`config.mk`:
```
export PLATFORM = sky130hd
export DESIGN_NAME = issue_tx
export DESIGN_NICKNAME = d
export VERILOG_FILES = /design/src/rtl/issue_tx.sv
export SDC_FILE = /design/constraint.sdc
export NUM_CORES = 1
export LEC_CHECK = 0
export CAP_MARGIN = 20
export CORE_AREA = 4 4 117 119
export DETAILED_ROUTE_END_ITERATION = 10
export DIE_AREA = 0 0 121 123
export PLACE_DENSITY = 0.75
export SYNTH_ARGS = -nofsm -noshare
export SYNTH_HDL_FRONTEND = slang
export SYNTH_SLANG_ARGS = --single-unit
```
`constraint.sdc`:
```
create_clock -name clk -period 2.3 [get_ports clk]
set_clock_uncertainty 0.15 [all_clocks]
set_input_delay 0.575 -clock clk [delete_from_list [all_inputs] [get_ports clk]]
set_output_delay 0.575 -clock clk [all_outputs]
set_load 0.02 [all_outputs]
```
`src/rtl/issue_tx.sv`:
```
`default_nettype none
// ============================================================================
//  Module   : issue_tx
//  Purpose  : Transmit side of the byte-serial issue link. Accepts one issue
//             request (32-bit key, 32-bit amount) and serialises it as eight
//             big-endian bytes on byte_out. Each byte is framed by one toggle
//             of newbyt, and a closing tick_out pulse fires the receiver's
//             commit. After reset, PRE_TOGS dummy toggles are sent once so
//             that the receiver can discard its first events.
//
//  Ports    : clk        in   1   system clock, rising edge
//             rst        in   1   synchronous, active-high reset
//             req_valid  in   1   request present
//             req_ready  out  1   high only while idle
//             req_key    in   32  key, captured on transfer
//             req_value  in   32  amount, captured on transfer
//             byte_out   out  8   current byte
//             newbyt     out  1   toggles once per byte
//             tick_out   out  1   commit strobe, TICK_CYC cycles
//             busy       out  1   high from transfer until done
//             done       out  1   one-cycle pulse, frame complete
//
//  Config   : ISSUE_TX_CKSUM_EN -- when defined, a ninth data slot carries
//             the XOR of the eight payload bytes before the commit tick.
//
//  Revision : 1.0  initial release
// ============================================================================
module issue_tx #(
  parameter int SETUP_CYC = 2,  // byte_out stable before the toggle (>=1)
  parameter int HOLD_CYC  = 2,  // byte_out held after the toggle (>=1)
  parameter int PRE_TOGS  = 2,  // dummy toggles sent once after reset
  parameter int TICK_CYC  = 4   // tick_out high time (>=1)
) (
  input  logic        clk,
  input  logic        rst,
  input  logic        req_valid,
  output logic        req_ready,
  input  logic [31:0] req_key,
  input  logic [31:0] req_value,
  output logic [7:0]  byte_out,
  output logic        newbyt,
  output logic        tick_out,
  output logic        busy,
  output logic        done
);

  // Slot and tick counters are kept at a fixed 16-bit width; the compare
  // constants below are pre-cast so every comparison is width-matched.
  localparam int          SLOT_CYC  = SETUP_CYC + HOLD_CYC;
  localparam logic [15:0] SLOT_LAST = 16'(SLOT_CYC - 1);
  localparam logic [15:0] TOG_AT    = 16'(SETUP_CYC);
  localparam bit          HAS_PRE   = (PRE_TOGS > 0);
  localparam logic [15:0] PRE_LAST  = HAS_PRE ? 16'(PRE_TOGS - 1) : 16'd0;
  localparam logic [15:0] TICK_LEN  = 16'(TICK_CYC);

`ifdef ISSUE_TX_CKSUM_EN
  localparam int             IDX_W    = 4;
  localparam logic [IDX_W-1:0] IDX_LAST = 4'd8;   // slot 8 is the checksum
`else
  localparam int             IDX_W    = 3;
  localparam logic [IDX_W-1:0] IDX_LAST = 3'd7;
`endif

  typedef enum logic [1:0] {
    S_IDLE = 2'd0,
    S_PRE  = 2'd1,
    S_DATA = 2'd2,
    S_TICK = 2'd3
  } state_t;

  state_t           state;
  logic             pre_sent;   // preamble already sent since reset
  logic [63:0]      shreg;      // {key, value}, MSB byte goes out first
  logic [15:0]      slot_cyc;   // cycle position inside the current slot
  logic [15:0]      pre_idx;    // preamble slot number
  logic [15:0]      tick_cnt;   // cycles of tick_out already issued
  logic [IDX_W-1:0] byte_idx;   // data slot number
`ifdef ISSUE_TX_CKSUM_EN
  logic [7:0]       cksum;      // running XOR of payload bytes sent so far
`endif

  logic slot_first;
  logic slot_tog;
  logic slot_end;

  assign slot_first = (slot_cyc == 16'd0);
  assign slot_tog   = (slot_cyc == TOG_AT);
  assign slot_end   = (slot_cyc == SLOT_LAST);

  always_ff @(posedge clk) begin
    if (rst) begin
      state     <= S_IDLE;
      pre_sent  <= 1'b0;
      shreg     <= 64'd0;
      slot_cyc  <= 16'd0;
      pre_idx   <= 16'd0;
      tick_cnt  <= 16'd0;
      byte_idx  <= '0;
`ifdef ISSUE_TX_CKSUM_EN
      cksum     <= 8'h00;
`endif
      byte_out  <= 8'h00;
      newbyt    <= 1'b0;
      tick_out  <= 1'b0;
      busy      <= 1'b0;
      done      <= 1'b0;
      req_ready <= 1'b1;
    end else begin
      done <= 1'b0;

      case (state)
        // ------------------------------------------------------------------
        S_IDLE: begin
          if (req_valid && req_ready) begin
            shreg     <= {req_key, req_value};
            busy      <= 1'b1;
            req_ready <= 1'b0;
            slot_cyc  <= 16'd0;
            pre_idx   <= 16'd0;
            tick_cnt  <= 16'd0;
            byte_idx  <= '0;
`ifdef ISSUE_TX_CKSUM_EN
            cksum     <= 8'h00;
`endif
            // The preamble is a once-per-reset event, not once per frame.
            state     <= (!pre_sent && HAS_PRE) ? S_PRE : S_DATA;
          end
        end

        // ------------------------------------------------------------------
        // Dummy slots: same timing as data slots, byte_out forced to zero.
        S_PRE: begin
          if (slot_first) byte_out <= 8'h00;
          if (slot_tog)   newbyt   <= ~newbyt;
          if (slot_end) begin
            slot_cyc <= 16'd0;
            if (pre_idx == PRE_LAST) begin
              pre_idx  <= 16'd0;
              pre_sent <= 1'b1;
              state    <= S_DATA;
            end else begin
              pre_idx <= pre_idx + 16'd1;
            end
          end else begin
            slot_cyc <= slot_cyc + 16'd1;
          end
        end

        // ------------------------------------------------------------------
        // Each slot presents the top byte of the shift register at its first
        // cycle and shifts left so the next slot finds its byte on top.
        S_DATA: begin
          if (slot_first) begin
`ifdef ISSUE_TX_CKSUM_EN
            if (byte_idx == IDX_LAST) begin
              byte_out <= cksum;
            end else begin
              byte_out <= shreg[63:56];
              cksum    <= cksum ^ shreg[63:56];
              shreg    <= {shreg[55:0], 8'h00};
            end
`else
            byte_out <= shreg[63:56];
            shreg    <= {shreg[55:0], 8'h00};
`endif
          end
          if (slot_tog) newbyt <= ~newbyt;
          if (slot_end) begin
            slot_cyc <= 16'd0;
            if (byte_idx == IDX_LAST) begin
              byte_idx <= '0;
              state    <= S_TICK;
            end else begin
              byte_idx <= byte_idx + 1'b1;
            end
          end else begin
            slot_cyc <= slot_cyc + 16'd1;
          end
        end

        // ------------------------------------------------------------------
        // tick_out rises the cycle after the last slot; the cycle it falls is
        // also the done cycle, where the block is ready again.
        S_TICK: begin
          if (tick_cnt == TICK_LEN) begin
            tick_out  <= 1'b0;
            done      <= 1'b1;
            busy      <= 1'b0;
            req_ready <= 1'b1;
            tick_cnt  <= 16'd0;
            state     <= S_IDLE;
          end else begin
            tick_out <= 1'b1;
            tick_cnt <= tick_cnt + 16'd1;
          end
        end

        default: state <= S_IDLE;
      endcase
    end
  end

endmodule
`default_nettype wire
```
# --- After elaboration in Yosys (flattened, before gate mapping) ---
# Cells that the tools add are included.
classes:
  addsub: 4
  n_eq_ne: 16
  muxes: 34
  n_bitwise: 2
  reduce_logical: 20
ops:
  columns: ["op", "count"]
  rows:
  - ["64-bit 2-to-1 mux", 2]
  - ["64-bit case mux with 2 select lines", 1]
  - ["16-bit case mux with 2 select lines", 3]
  - ["16-bit 2-to-1 mux", 5]
  - ["16-bit by 1-bit adder with 16-bit output (second input constant)", 3]
  - ["16-bit by 2-bit == test with 1-bit output (second input constant)", 2]
  - ["3-bit AND reduction", 6]
  - ["16-bit by 1-bit == test with 1-bit output (second input constant)", 1]
  - ["16-bit by 3-bit == test with 1-bit output (second input constant)", 1]
  - ["16-bit zero test", 1]
  - ["8-bit 2-to-1 mux", 2]
  - ["2-bit != test (second input constant)", 8]
  - ["8-bit case mux with 2 select lines", 1]
  - ["2-bit 2-to-1 mux", 7]
  - ["2-bit nonzero test", 5]
  - ["3-bit 2-to-1 mux", 3]
  - ["2-bit case mux with 4 select lines", 1]
  - ["1-bit 2-to-1 mux", 6]
  - ["3-bit case mux with 2 select lines", 1]
  - ["2-bit AND reduction", 3]
  - ["6-bit AND reduction", 1]
  - ["2-bit == test (second input constant)", 2]
  - ["1-bit case mux with 2 select lines", 2]
  - ["2-bit OR reduction", 2]
  - ["other kinds (6)", 7]
totals:
  register_bits: 131
  inputBits: 67
  out_inout_bits: 13
  elab_cells: 89

# --- Longest topological paths before layout ---
# Gate-level depths: netlist of run 1.
depth:
  word_depth: 4
  ltp_mapped: 9
  depth_no_buf: 7

# --- Worst setup path after synthesis of run 1 ---
# Ideal clock, no wire load.
synth_timing:
  kind: "reg2reg"
  startpoint: "register state[0]"
  endpoint: "register slot_cyc[7]"
  setup_ns: 0.074
  arrival_time_ns: 1.919
  required_ns: 2.076
  setup_slack_ns: 0.157
  path_stages_with_launch: 8
  path_buffers: 0
  synth_period_minus_slack_ns: 2.143
  cell_sequence: "dfxtp_1 -> inv_1 -> ha_1 -> nand2b_1 -> a211oi_2 -> nand2_1 -> or4b_1 -> a31oi_1"
synth_via:
  elab_chain_len: 4
  word_cells_on_any_way: 8
  classes_between: "3 x eq/ne; 1 x mux; 4 x reduce/logical"
synth_rtl:
  columns: ["item", "line_no", "rtl"]
  rows:
  - ["start, declared", "71", "state_t state;"]
  - ["start signal, assigned", "126", "state <= (!pre_sent && HAS_PRE) ? S_PRE : S_DATA;"]
  - ["2-bit == test or 2-bit by 1-bit == test with 1-bit output (tied branches)", "111", "case (state)"]
  - ["2-bit OR reduction (no line)", null, null]
  - ["2-bit nonzero test (no line)", null, null]
  - ["2-bit AND reduction (no line)", null, null]
  - ["end signal, assigned", "145", "slot_cyc <= slot_cyc + 16'd1;"]
  - ["end signal, assigned", "177", "slot_cyc <= slot_cyc + 16'd1;"]
  - ["end, declared", "74", "logic [15:0] slot_cyc;"]
# Several ways; a longest one is shown, not always the timed one.
# A chain may end at the register's enable or synchronous reset.

# --- Final worst setup path of run 1 ---
layout_timing:
  startpoint: "register slot_cyc[0]"
  endpoint: "register slot_cyc[7]"
layout_via:
  elab_chain_len: 3
  word_cells_on_any_way: 4
  classes_between: "1 x add/sub; 1 x eq/ne; 2 x mux"
layout_rtl:
  columns: ["item", "line_no"]
  rows:
  - ["16-bit by 1-bit adder with 16-bit output or 16-bit by 2-bit == test with 1-bit output (tied branches)", "145, 177, 88"]
  - ["16-bit 2-to-1 mux *", "135, 168"]
  - ["16-bit case mux with 2 select lines *", "111"]
# Mark *: on every way between the ends. The rest lies on a longest branch, timed or not.

==> results.json, run 1 <==
{
  "mostFrequentLayoutCells": "dfxtp_1, a21oi_1, clkdlybuf4s50_1",
  "grt_max_degree": 57,
  "cts_num_sinks": 131,
  "hpwl_um": 10880,
  "final_common_cell": "dfxtp_1",
  "final_util_pct": 63.96,
  "irDropWorstVdd_uv": 743.6,
  "syn_area_um2": 6266,
  "max_freq_mhz": 450.0,
  "yosys_warnings": 0,
  "clockRootBuffer": "clkbuf_16",
  "io_pins": 80,
  "r2r-start": "slot_cyc[0]$_SDFFE_PP0P_",
  "slew_headroom_pct": 51.28,
  "area_growth_pct": 28.29,
  "critPathLaunch": "slot_cyc[0]$_SDFFE_PP0P_",
  "wl_per_cell_um": 16.32,
  "path_max_fanout": 11,
  "yosysSeqAreaShare_pct": 41.85,
  "synthCells": 688,
  "p_switching_mw": 3.053,
  "dieArea_um2": 14880,
  "run_status": "finished, final reports clean",
  "cp_data_arrival_time_ns": 2.41,
  "syn_nets": 769,
  "vias": 5623,
  "core_area_um2": 12570,
  "antenna_found_initial": 0,
  "min-delay-start": "shreg[6]$_SDFFE_PP0P_",
  "remaining_drc_errors": 0,
  "grt_pass1_vias": 5583,
  "globalRouteTotalUtil_pct": 21.55,
  "finalCriticalPeriod_ns": 2.222,
  "hold_path.class": "reg -> reg",
  "hold_violations": 0,
  "path_class": "reg -> reg",
  "synth_ff_type": "dfxtp_1",
  "worstSkewPairLatency_ns": 0.42,
  "startpoint_type": "register",
  "p_int_mw": 5.787,
  "drtPass1Iterations": 5,
  "combPwrFrac_pct": 36.1,
  "wl_um": 15740,
  "placed_area_um2": 7418,
  "portBuffers": 79,
  "drt_iter0_drc": 440,
  "avgSynthCellArea_um2": 9.108,
  "synth-edff-count": 0,
  "synthArstFlopShare_pct": 0,
  "swShare_pct": 34.54,
  "setup_viol": 0,
  "htree_levels": 4,
  "drv_cap": 0,
  "synth_cell_types": 56,
  "postSynthRegisterBits": 131,
  "n_antenna_cell": 0,
  "cts_buffers": 17,
  "pwr_density_cell_nw_per_um2": 1100,
  "die_y_um": 123,
  "fin_area_um2": 8039,
  "p_leak_nw": 2.801,
  "pwr-share-seq_pct": 34.0,
  "clock_path_buffers": 2,
  "grt_pass1_wl_um": 26170,
  "worstPathRequired_ns": 2.49,
  "worstMarginPinSlew_ns": 0.7241,
  "finalCritPeriodShare_pct": 96.61,
  "r2r_slack_ns": 0.08,
  "nNetsFinal": 860,
  "clockPowerShare_pct": 30.0,
  "die_x_um": 121,
  "vias_per_cell": 5.833,
  "drv_slew": 0,
  "initial_core_util_pct": 49.86,
  "rows": 41,
  "endpoint_kind": "register",
  "cts_tree": "yes",
  "grt.overflow.total": 0,
  "fillCellCount": 1090,
  "path_clk_slew_ns": 0.06,
  "gp_congestion": 0.8928,
  "drive_above_1_share_pct": 12.88,
  "rsz0062_at_grt": "yes",
  "ant_nets": 0
}
==> flip-flops by register name, summed over array words and instances (netlist names) <==
signal,cells
newbyt,1
pre_sent,1
pre_idx,16
req_ready,1
tick_cnt,16
slot_cyc,16
byte_out,8
tick_out,1
byte_idx,3
busy,1
shreg,64
done,1
state,2
==> layout make-up <==
| cell class | count | area, µm² | area share, % |
|---|---|---|---|
| Sequential cell | 131 | 2623 | 32.62 |
| Tap cell | 172 | 215.2 | 2.677 |
| Clock inverter | 9 | 103.9 | 1.292 |
| Multi-Input combinational cell | 493 | 3400 | 42.29 |
| Timing Repair Buffer | 121 | 1164 | 14.47 |
| Inverter | 15 | 56.30 | 0.7004 |
| Clock buffer | 23 | 478.0 | 5.946 |
==> cell families after synthesis <==
family	Yosys count	synth area share, %
compound gates	205	21.63
mux	60	9.585
xor+xnor	26	3.634
flops	131	41.85
buf+inv	64	4.872
fa+ha+maj	14	2.796
simple gates	188	15.64
==> path summary, 6_finish.rpt <==
check,end,cells past startpoint
max reg2reg,slot_cyc[7]$_SDFFE_PP0P_,7
min,shreg[6]$_SDFFE_PP0P_,2
min reg2reg,shreg[6]$_SDFFE_PP0P_,2
max,slot_cyc[7]$_SDFFE_PP0P_,7
==> per-stage QoR <==
stage	setup slack [ns]	total power, mW	hold WS, ns	TNS, ns	instances
after global routing	-0.07934	9.358	0.3662	-0.1015	964
after global placement	-0.2010	6.053	0.3143	-0.8225	932
after CTS	0.01363	8.844	0.3321	0	964
after floorplan	0.1567	5.261	0.2974	0	688
final	0.07800	8.840	0.3319	0	964
after detailed placement	-0.2639	6.176	0.3242	-2.935	932
==> power by group through the flow <==
stage / logic (mW) / clock network (mW) / registers [mW]
2_1_floorplan: 2.26 / 0 / 3.00
3_3_place_gp: 3.04 / 0 / 3.01
3_5_place_dp: 3.14 / 0 / 3.04
4_1_cts: 3.16 / 2.69 / 2.99
5_1_grt: 3.51 / 2.80 / 3.04
6_report: 3.19 / 2.65 / 3.00
==> routing by layer <==
layer	wire (µm)	up-vias	global-route usage, %
met4	226	0	7.720
met1	6896	2728	27.25
met3	717	20	4.575
met5	0	-	0
met2	7895	137	36.47
li1	-	2738	-
==> critical path, cell delays in order, from the launching register on <==
cell and delay, ns:
dfxtp_1 0.31, ha_1 0.24, nor3b_1 0.15, and4_1 0.25, buf_12 0.16, nand2b_1 0.20
or4b_1 0.53, a31oi_1 0.16
==> synthesized netlist by cell type, types with 8 or more instances <==
cell | n | area [µm²]
a211oi_1 | 52 | 390.4
a21oi_1 | 93 | 465.5
a22oi_1 | 8 | 60.06
and4_1 | 8 | 70.07
buf_2 | 12 | 60.06
clkbuf_1 | 28 | 105.1
dfxtp_1 | 131 | 2623
ha_1 | 14 | 175.2
inv_1 | 14 | 52.55
mux2i_1 | 60 | 600.6
nand2_1 | 46 | 172.7
nand3_1 | 20 | 100.1
nand4_1 | 21 | 131.4
nor2_1 | 46 | 172.7
o21ai_0 | 15 | 75.07
o32ai_1 | 10 | 87.58
xnor2_1 | 8 | 70.07
xor2_1 | 18 | 157.7
==> repair_timing <==
item | 4_1_cts | 5_1_grt
endpoints found under the hold margin | 0 | 0
resized for setup | 1 | 8
hold buffers | 0 | 0
setup buffers | 0 | 0
endpoints found under the setup margin | 4 | 77
Note: power is estimated with default switching activity, not from simulation.
==> run 2, diff against run 1 <==
--- a/config.mk
+++ b/config.mk
@@ -10,6 +10,7 @@
 export DETAILED_ROUTE_END_ITERATION = 10
 export DIE_AREA = 0 0 121 123
 export PLACE_DENSITY = 0.75
+export SETUP_SLACK_MARGIN = 0.1
 export SYNTH_ARGS = -nofsm -noshare
 export SYNTH_HDL_FRONTEND = slang
 export SYNTH_SLANG_ARGS = --single-unit
==> run 2 against run 1 <==
  * Final cell count rose by 0.21%
  * Combinational power rose by 5%
  * Routed wire length rose by 2.3%
  * Worst setup slack improved by 0.057 ns
  * Critical path depth fell by 6
  * Non-clock buffer count rose by 2
  * Sequential power barely moved
  * Register-to-register slack improved by 0.11 ns
  * First-iteration DRC count fell by 11%
  * Via count rose by 0.32%
  * Critical path type is now reg -> out
  * Critical endpoint is now newbyt
  * Largest power group unchanged
  * Highest routed layer unchanged
==> results.json, run 2 (same netlist as run 1, synthesis figures left out) <==
{
  "run_status": "finished, final reports clean",
  "core_area_um2": 12570,
  "die_x_um": 121,
  "p_int_mw": 5.876,
  "p_leak_nw": 2.848,
  "drive_above_1_share_pct": 14.23,
  "r2r-start": "slot_cyc[9]$_SDFFE_PP0P_",
  "drt_iter0_drc": 392,
  "largest_reg_flops": 64,
  "fillCellCount": 1072,
  "nNetsFinal": 862,
  "initial_core_util_pct": 49.86,
  "n_antenna_cell": 0,
  "area_growth_pct": 30.63,
  "rsz0062_at_grt": "no",
  "grt_pass1_wl_um": 26210,
  "slowest_delay_ns": 0.63,
  "wl_um": 16100,
  "rows": 41,
  "critPathBufInv": 1,
  "path_cells": "clkdlybuf4s50_1",
  "final_common_cell": "dfxtp_1",
  "cts_buffers": 17,
  "drv_cap": 0,
  "cts_num_sinks": 131,
  "endpoint_kind": "output pin",
  "swShare_pct": 34.75,
  "finalCriticalPeriod_ns": 2.165,
  "crit_slowest_cell": "clkdlybuf4s50_1",
  "htree_levels": 4,
  "critPathTopFamily": "buffers and inverters",
  "p_switching_mw": 3.129,
  "dieArea_um2": 14880,
  "max_freq_mhz": 461.9,
  "drtPass1Iterations": 5,
  "worstPathRequired_ns": 1.57,
  "wl_per_cell_um": 16.66,
  "cts_tree": "yes",
  "power_mw": 9.005,
  "worstMarginPinSlew_ns": 0.6257,
  "hpwl_um": 10880,
  "pwr-share-seq_pct": 33.3,
  "ant_nets": 0,
  "clock_path_buffers": 2,
  "grt.overflow.total": 0,
  "hold_path.class": "reg -> reg",
  "holdWs_ns": 0.3299,
  "mostFrequentLayoutCells": "dfxtp_1, a21oi_1, clkdlybuf4s50_1",
  "path_class": "reg -> out",
  "hold_violations": 0,
  "startpoint_type": "register",
  "clockPowerShare_pct": 29.5,
  "pwr_density_cell_nw_per_um2": 1100,
  "path_clk_slew_ns": 0.06,
  "vias": 5641,
  "grt_max_degree": 57,
  "min-delay-start": "shreg[6]$_SDFFE_PP0P_",
  "irDropWorstVdd_uv": 696.5,
  "die_y_um": 123,
  "slew_headroom_pct": 57.96,
  "max_flop_register": "shreg",
  "clockRootBuffer": "clkbuf_16",
  "globalRouteTotalUtil_pct": 21.58,
  "gp_congestion": 0.8928,
  "path_max_fanout": 2,
  "critPathLaunch": "newbyt$_SDFFE_PP0P_",
  "hold_buffers": 0,
  "antenna_found_initial": 0,
  "remaining_drc_errors": 0,
  "setup_viol": 0,
  "register_area_um2": 2623,
  "combPwrFrac_pct": 37.2,
  "portBuffers": 79,
  "multi_input_area_um2": 3507,
  "pre_cts_ws_ns": -0.2639,
  "vias_per_cell": 5.840,
  "io_pins": 80,
  "finalCritPeriodShare_pct": 94.12,
  "setup_ws_ns": 0.1352,
  "cp_data_arrival_time_ns": 1.44,
  "drv_slew": 0,
  "worstSkewPairLatency_ns": 0.42,
  "grt_pass1_vias": 5606
}
-- run 2: cell types whose count changed in the layout (fill, tap and decap cells not counted), sizes merged --
cell           delta
buf               +1
clkbuf            +1
clkdlybuf4s50     -1
dlygate4sd2       +1
-- run 2: repair_timing --
item	4_1_cts	5_1_grt
buffers inserted	0	1
gates cloned	0	1
pin swaps	0	0
gates resized for setup	6	24
endpoints found under the setup margin	70	85
-- run 2: area by class of cell --
type	count	share of cell area, %
clock buffers	23	5.839
clock inverters	9	1.269
inverters	15	0.6879
multi-input cells	493	42.85
flip-flops and latches	131	32.04
well taps	172	2.629
repair buffers	123	14.69
-- run 2: power groups by stage --
stage / combinational [mW] / clock (mW) / sequential (mW)
detailed placement: 3.14 / 0 / 3.04
global placement: 3.04 / 0 / 3.01
global route: 3.66 / 2.81 / 3.05
finish: 3.35 / 2.66 / 3.00
floorplan: 2.26 / 0 / 3.00
CTS: 3.18 / 2.69 / 2.99
-- run 2: layer usage --
layer,vias up,wire (µm),GRT usage (%)
met2,132,8039,36.51
li1,2750,-,-
met4,0,230,7.790
met1,2742,7140,27.28
met5,-,0,0
met3,17,685,4.575
-- run 2: stage by stage --
stage	utilization, %	setup TNS (ns)	std cells	instance area [µm²]
after floorplan	-	0	688	6266
after global placement	59.02	-0.8225	932	7418
after detailed placement	59.02	-2.935	932	7418
after CTS	63.83	0	964	8023
after global routing	65.13	0	966	8185
final	65.13	0	966	8185
-- run 2: path summary, 6_finish.rpt --
check                           cells after the start  slack, ns                       end
worst min register to register                      2       0.33     shreg[6]$_SDFFE_PP0P_
worst max-delay path                                1       0.14                    newbyt
worst max register to register                      6       0.19  byte_idx[0]$_SDFFE_PP0P_
worst min-delay path                                2       0.33     shreg[6]$_SDFFE_PP0P_
